File: src/rtl/irrigation_pkg.sv
// rtl/irrigation_pkg.sv - state and irrigation-type encodings shared with the timer encoder
package irrigation_pkg;

  typedef enum logic [1:0] {
    ST_IDLE     = 2'b00,
    ST_PURGE    = 2'b01,
    ST_IRRIGATE = 2'b10,
    ST_SETTLE   = 2'b11
  } state_t;

  typedef enum logic [1:0] {
    TYPE_NONE      = 2'b00,
    TYPE_DRIP      = 2'b01,
    TYPE_SPRINKLER = 2'b10,
    TYPE_MIXED     = 2'b11
  } type_t;

  localparam int GUARD_W = 4;

endpackage

File: src/rtl/input_sync.sv
// rtl/input_sync.sv - N-stage synchronizer, optionally reduced to a rising-edge pulse
module input_sync #(
  parameter int STAGES    = 2,
  parameter bit RISE_EDGE = 1'b0
) (
  input  logic clk,
  input  logic reset,
  input  logic d,
  output logic q
);

  logic [STAGES-1:0] chain;
  logic [STAGES:0]   chain_in;

  assign chain_in = {chain, d};

  // Shift the asynchronous input through the flop chain
  always_ff @(posedge clk) begin
    if (reset) begin
      chain <= '0;
    end else begin
      chain <= chain_in[STAGES-1:0];
    end
  end

  generate
    if (RISE_EDGE) begin : g_rise
      logic last;

      // Remember the previous synchronized level to form an edge pulse
      always_ff @(posedge clk) begin
        if (reset) begin
          last <= 1'b0;
        end else begin
          last <= chain[STAGES-1];
        end
      end

      assign q = chain[STAGES-1] & ~last;
    end else begin : g_level
      assign q = chain[STAGES-1];
    end
  endgenerate

endmodule

File: src/rtl/irrigation_controller.sv
// rtl/irrigation_controller.sv - purge/irrigate/settle sequencer driving the irrigation timer; optional watchdog via CTRL_WATCHDOG_EN
module irrigation_controller
  import irrigation_pkg::*;
#(
  parameter int SYNC_STAGES  = 2,
  parameter int GUARD_CYCLES = 2
`ifdef CTRL_WATCHDOG_EN
  , parameter int WDOG_CYCLES = 4096
`endif
) (
  input  logic       clk,
  input  logic       reset,
  input  logic       start,
  input  logic       stop,
  input  logic       moisture_dry,
  input  logic       tank_low,
  input  logic [1:0] type_sel,
  input  logic       timer_done,
  output logic [1:0] state,
  output logic [1:0] irrigation_type,
  output logic       pulse_transiction,
  output logic       init_pulse,
  output logic       valve_main,
  output logic       valve_purge,
  output logic       pump_on,
  output logic       busy,
  output logic       fault
);

  logic start_rise;
  logic stop_s;
  logic dry_s;
  logic tank_s;

  input_sync #(.STAGES(SYNC_STAGES), .RISE_EDGE(1'b1)) u_sync_start (
    .clk(clk), .reset(reset), .d(start), .q(start_rise)
  );
  input_sync #(.STAGES(SYNC_STAGES), .RISE_EDGE(1'b0)) u_sync_stop (
    .clk(clk), .reset(reset), .d(stop), .q(stop_s)
  );
  input_sync #(.STAGES(SYNC_STAGES), .RISE_EDGE(1'b0)) u_sync_dry (
    .clk(clk), .reset(reset), .d(moisture_dry), .q(dry_s)
  );
  input_sync #(.STAGES(SYNC_STAGES), .RISE_EDGE(1'b0)) u_sync_tank (
    .clk(clk), .reset(reset), .d(tank_low), .q(tank_s)
  );

  state_t             st_q;
  state_t             st_n;
  logic [1:0]         type_n;
  logic               fault_n;
  logic               load;
  logic [GUARD_W-1:0] guard_q;
  logic [GUARD_W-1:0] guard_n;
  logic               qual_done;
  logic               wd_expired;

  // The timer's clk_off is stale right after a load, so it only counts once the guard has drained
  assign qual_done = timer_done && (guard_q == '0);
  assign state     = st_q;

`ifdef CTRL_WATCHDOG_EN
  localparam int WD_W = (WDOG_CYCLES > 1) ? $clog2(WDOG_CYCLES) : 1;

  logic [WD_W-1:0] wd_q;

  assign wd_expired = (wd_q == WD_W'(WDOG_CYCLES - 1));

  // Count cycles spent in the current timed state; restarts on every load
  always_ff @(posedge clk) begin
    if (reset || load || (st_n == ST_IDLE)) begin
      wd_q <= '0;
    end else begin
      wd_q <= wd_q + 1'b1;
    end
  end
`else
  assign wd_expired = 1'b0;
`endif

  // Next-state, latched type, fault and load strobe; abort beats timer_done beats watchdog
  always_comb begin
    st_n    = st_q;
    type_n  = irrigation_type;
    fault_n = fault;
    load    = 1'b0;
    unique case (st_q)
      ST_IDLE: begin
        if (start_rise && dry_s) begin
          if (tank_s || (type_sel == TYPE_NONE)) begin
            fault_n = 1'b1;
          end else begin
            type_n  = type_sel;
            fault_n = 1'b0;
            load    = 1'b1;
            st_n    = ST_PURGE;
          end
        end
      end
      ST_PURGE, ST_IRRIGATE: begin
        if (stop_s || tank_s) begin
          st_n = ST_SETTLE;
          load = 1'b1;
          if (tank_s) begin
            fault_n = 1'b1;
          end
        end else if (qual_done) begin
          st_n = (st_q == ST_PURGE) ? ST_IRRIGATE : ST_SETTLE;
          load = 1'b1;
        end else if (wd_expired) begin
          st_n    = ST_IDLE;
          fault_n = 1'b1;
        end
      end
      ST_SETTLE: begin
        if (qual_done) begin
          st_n = ST_IDLE;
        end else if (wd_expired) begin
          st_n    = ST_IDLE;
          fault_n = 1'b1;
        end
      end
      default: begin
        st_n = ST_IDLE;
      end
    endcase

    if (load) begin
      guard_n = GUARD_W'(GUARD_CYCLES);
    end else if (guard_q != '0) begin
      guard_n = guard_q - 1'b1;
    end else begin
      guard_n = guard_q;
    end
  end

  // Register state and every output so actuators and strobes move on the same edge as state
  always_ff @(posedge clk) begin
    if (reset) begin
      st_q              <= ST_IDLE;
      irrigation_type   <= 2'b00;
      pulse_transiction <= 1'b0;
      init_pulse        <= 1'b0;
      valve_main        <= 1'b0;
      valve_purge       <= 1'b0;
      pump_on           <= 1'b0;
      busy              <= 1'b0;
      fault             <= 1'b0;
      guard_q           <= '0;
    end else begin
      st_q              <= st_n;
      irrigation_type   <= type_n;
      pulse_transiction <= load;
      init_pulse        <= load;
      valve_main        <= (st_n == ST_IRRIGATE);
      valve_purge       <= (st_n == ST_PURGE);
      pump_on           <= (st_n == ST_PURGE) || (st_n == ST_IRRIGATE);
      busy              <= (st_n != ST_IDLE);
      fault             <= fault_n;
      guard_q           <= guard_n;
    end
  end

endmodule

File: config.mk
export PLATFORM = sky130hd
export DESIGN_NAME = irrigation_controller
export DESIGN_NICKNAME = d
export VERILOG_FILES = /design/src/rtl/irrigation_pkg.sv /design/src/rtl/input_sync.sv /design/src/rtl/irrigation_controller.sv
export SDC_FILE = /design/constraint.sdc
export NUM_CORES = 1
export LEC_CHECK = 0
export BUFFER_PORTS_ARGS = -buffer_cell sky130_fd_sc_hd__buf_2
export CAP_MARGIN = 40
export CORE_UTILIZATION = 55
export DETAILED_ROUTE_END_ITERATION = 7
export GPL_TIMING_DRIVEN = 0
export PLACE_DENSITY = 0.77
export SYNTH_ARGS = -nofsm -noshare
export SYNTH_HDL_FRONTEND = slang
export SYNTH_SLANG_ARGS = --single-unit
File: constraint.sdc
create_clock -name clk -period 5.4 [get_ports clk]
set_input_delay 1.08 -clock clk [delete_from_list [all_inputs] [get_ports clk]]
set_output_delay 1.08 -clock clk [all_outputs]
set_load 0.02 [all_outputs]
==> Implementation_results.wiki <==
{| class="wikitable"
! Metric !! Value
|-
| Final cycle utilization of the critical path || 42.5%
|-
| Most common cell in the netlist || dfxtp_1
|-
| Final cell count without fillers || 138
|-
| Worst-case vdd ir drop || 0.242 mV
|-
| Element type at the critical path start || flop
|-
| Final hold violation count || 0
|-
| Async S/R FF share, synth || 0%
|-
| Via count of the first global-routing pass || 759
|-
| Kind of end point of the critical path || flop
|-
| Via count || 784
|-
| Class of the tightest hold or removal check || reg -> reg
|-
| Area of combinational cells with multiple inputs || 483 sq um
|-
| Antenna violations before repair || 0
|-
| Quantity of I/O buffers inserted on ports || 19
|-
| Worst slew margin relative to its limit || 66.7%
|-
| Worst-Skew Late Latency || 0.31 ns
|-
| # setup viols final || 0
|-
| Required time at the worst-slack endpoint || 5.60 ns
|-
| Post-Syn Area || 981 sq um
|-
| H-tree depth || 1
|-
| CORE AREA || 1580 sq um
|-
| Synthesized netlist net count || 115
|-
| First-pass GRT wire length || 3130 um
|-
| Yosys top cell area share || 46.9%
|-
| Average cell area after synthesis || 9.91 sq um
|-
| Post-detailed-route count of antenna-violating nets || 0
|-
| Fillers || 130
|-
| Number of buffers added to fix hold violations after cts || 0
|-
| Critical path's top delay family || simple AND/OR/NAND/NOR gates
|-
| Standby leakage power || 0.506 nW
|-
| Number of diodes added for antenna fixing || 0
|-
| Final weighted congestion of routability-driven global placement || 0.846
|-
| Fmax || 0.436 GHz
|-
| Number of gates given a new drive strength after cts || 0
|-
| Critical setup path kind || reg -> reg
|-
| MaxCap Viol Count || 0
|-
| DIE WIDTH || 44.2 um
|-
| Outcome || finished clean
|-
| Biggest cell delay along the critical path || 0.58 ns
|-
| Hold WS || 0.452 ns
|-
| Maximum number of pins on one net before global-route repair || 14
|-
| Tightest Pin Transition || 0.499 ns
|-
| Final Instance Area || 1120 sq um
|-
| Clock root buffer || clkbuf_4
|-
| Dpl cells || 134
|-
| Height of the die || 44.2 um
|-
| Starting Density || 62.2%
|-
| Top post-synthesis cells by area || dfxtp_1 47%, ha_1 8.9%, nor2b_1 7.7%, nor2_1 3.4%, a21oi_1 2.6%
|-
| CTS clk-pin slew, worst paths || 0.12 ns
|-
| Cell type contributing the most total cell area after synthesis || dfxtp_1
|-
| Number of I/O pins || 20
|-
| Areal power density over the cells || 370 nW/um^2
|-
| Setup bufs post-CTS || 0
|-
| Num rows || 14
|-
| Total global-route track usage || 21.9%
|-
| Cell area reported after detailed placement || 1100 sq um
|-
| Commonest cells post-synth || 23 x dfxtp_1, 12 x nor2b_1, 9 x nor2_1
|-
| Count of unresolved DRC violations after routing || 0
|-
| Sequential fraction of the synthesis area || 46.9%
|-
| Number of storage elements in the synthesis netlist || 23
|-
| Clock period minus final worst setup slack || 2.29 ns
|-
| Count of flip-flops with a built-in enable after synthesis || 0
|-
| Number of warnings printed during yosys synthesis || 0
|-
| Highest fanout seen on the critical path || 8
|-
| FF+latch area || 460 sq um
|-
| Share of cells above drive strength 1 || 24.6%
|-
| TritonCTS clock tree || built
|-
| Setup repair after global routing missed its margin || false
|-
| First drt pass iteration count || 6
|-
| Syn-to-layout area delta || 14.5%
|-
| Instance count of the mapped netlist || 99
|-
| Total congestion overflow || 0
|-
| Clock buffer depth || 2
|-
| Estimated wirelength of the detail-placed design || 1400 um
|-
| Master of the slowest instance on the critical path || or4_4
|-
| Number of DRC violations after detailed-routing iteration 0 || 9
|-
| WL/cell || 13.5 um
|-
| Critical path data arrival time || 2.50 ns
|-
| Max-slew violations || 0
|-
| Max Clock Skew || 0.00534 ns
|-
| Die outline area || 1960 sq um
|-
| Main synth FF type || dfxtp_1
|-
| Cells along the critical path || or4_4 > o21a_1 > or3_4 > a31oi_1 > ha_1 > nor2b_1
|-
| Number of buffers created by CTS || 3
|-
| CP bufs+invs || 0
|-
| Vias/cell || 5.68
|-
| Number of distinct library cells after synthesis || 34
|-
| Detailed-route wire length || 1860 um
|-
| Final layout net count || 139
|-
| Total number of clock tree sinks || 23
|-
| TNS Setup || 0 ns
|}
-- where the power goes --
group | switching [W] | total (W) | internal, W
clock | 0.0000512 | 0.0000790 | 0.0000277
combinational | 0.0000793 | 0.000137 | 0.0000573
sequential | 0.0000114 | 0.000200 | 0.000189
-- flip-flops by register name (all words and copies together), names as in the netlist --
| name | flops |
|---|---|
| busy | 1 |
| fault | 1 |
| guard_q | 4 |
| init_pulse | 1 |
| irrigation_type | 2 |
| pump_on | 1 |
| state | 2 |
| u_sync_dry.chain | 2 |
| u_sync_start.chain | 2 |
| u_sync_start.g_rise.last | 1 |
| u_sync_stop.chain | 2 |
| u_sync_tank.chain | 2 |
| valve_main | 1 |
| valve_purge | 1 |
-- layout by cell type, fill, tap and decap left out --
master,Yosys,layout
o2111ai_1,1,1
or4_4,1,1
and3_1,1,1
a41oi_1,1,1
clkinv_2,0,1
buf_2,0,19
nand2_1,1,1
and3b_1,1,1
inv_1,6,6
nor2_1,9,9
a21o_1,1,1
or4b_2,1,1
clkbuf_1,2,2
a211o_1,1,1
nor4_1,2,2
a311oi_1,1,1
a211oi_1,1,1
nor3_1,4,4
or3_4,1,1
mux2i_1,2,2
o21ai_0,2,2
a31oi_1,1,1
a21oi_1,5,5
nor2b_1,12,12
nand3_1,2,2
nand2b_1,1,1
dfxtp_1,23,23
nand3b_1,1,1
a31o_1,2,2
o21a_2,1,1
o31ai_1,1,1
o21ba_2,1,1
o21a_1,1,1
o311ai_2,1,1
ha_1,7,7
clkbuf_4,0,3
buf_4,1,1
-- worst paths after layout --
path / slack (ns) / from / cells past startpoint / endpoint
setup / recovery: 3.11 / guard_q[0] / 6 / pump_on
hold / removal: 0.45 / u_sync_tank.chain[0] / 1 / u_sync_tank.chain[1]
setup reg to reg: 3.11 / guard_q[0] / 6 / pump_on
hold reg to reg: 0.45 / u_sync_tank.chain[0] / 1 / u_sync_tank.chain[1]
-- metal layers --
metal / part of all wire (%) / GRT usage [%] / vias to the layer above
met5: 0 / 0 / -
met3: 3.6 / 2.45 / 5
met1: 44 / 23.9 / 365
met2: 50 / 40.9 / 20
met4: 2.3 / 11.5 / 0
li1: - / - / 394
-- cells by family after synthesis --
| kind of cell | synth area share [%] |
|---|---|
| multiplexers | 2.04 |
| AO/OA/AOI/OAI | 16.2 |
| buffers and inverters | 3.83 |
| adder cells (fa/ha/maj) | 8.93 |
| flip-flops | 46.9 |
| AND/OR/NAND/NOR | 22.1 |
-- metrics by stage --
stage               total power, W  util [%]  worst slack (ns)
finish                    0.000416      71.3              3.11
global route              0.000442      71.3              3.03
CTS                       0.000419      71.3              3.10
detailed placement        0.000341      69.5              2.84
global placement          0.000334      69.5              2.88
floorplan                 0.000303         -              3.08
-- cell type report --
cell class	count	share of cell area, %
clock buffer	3	2.00
inverter	6	2.00
tap	16	1.78
clock inverter	1	0.445
timing repair buffer	19	8.46
multi-input combinational	67	43.0
sequential	23	41.0
buffer	3	1.34
(Power assumes the default switching activity.)
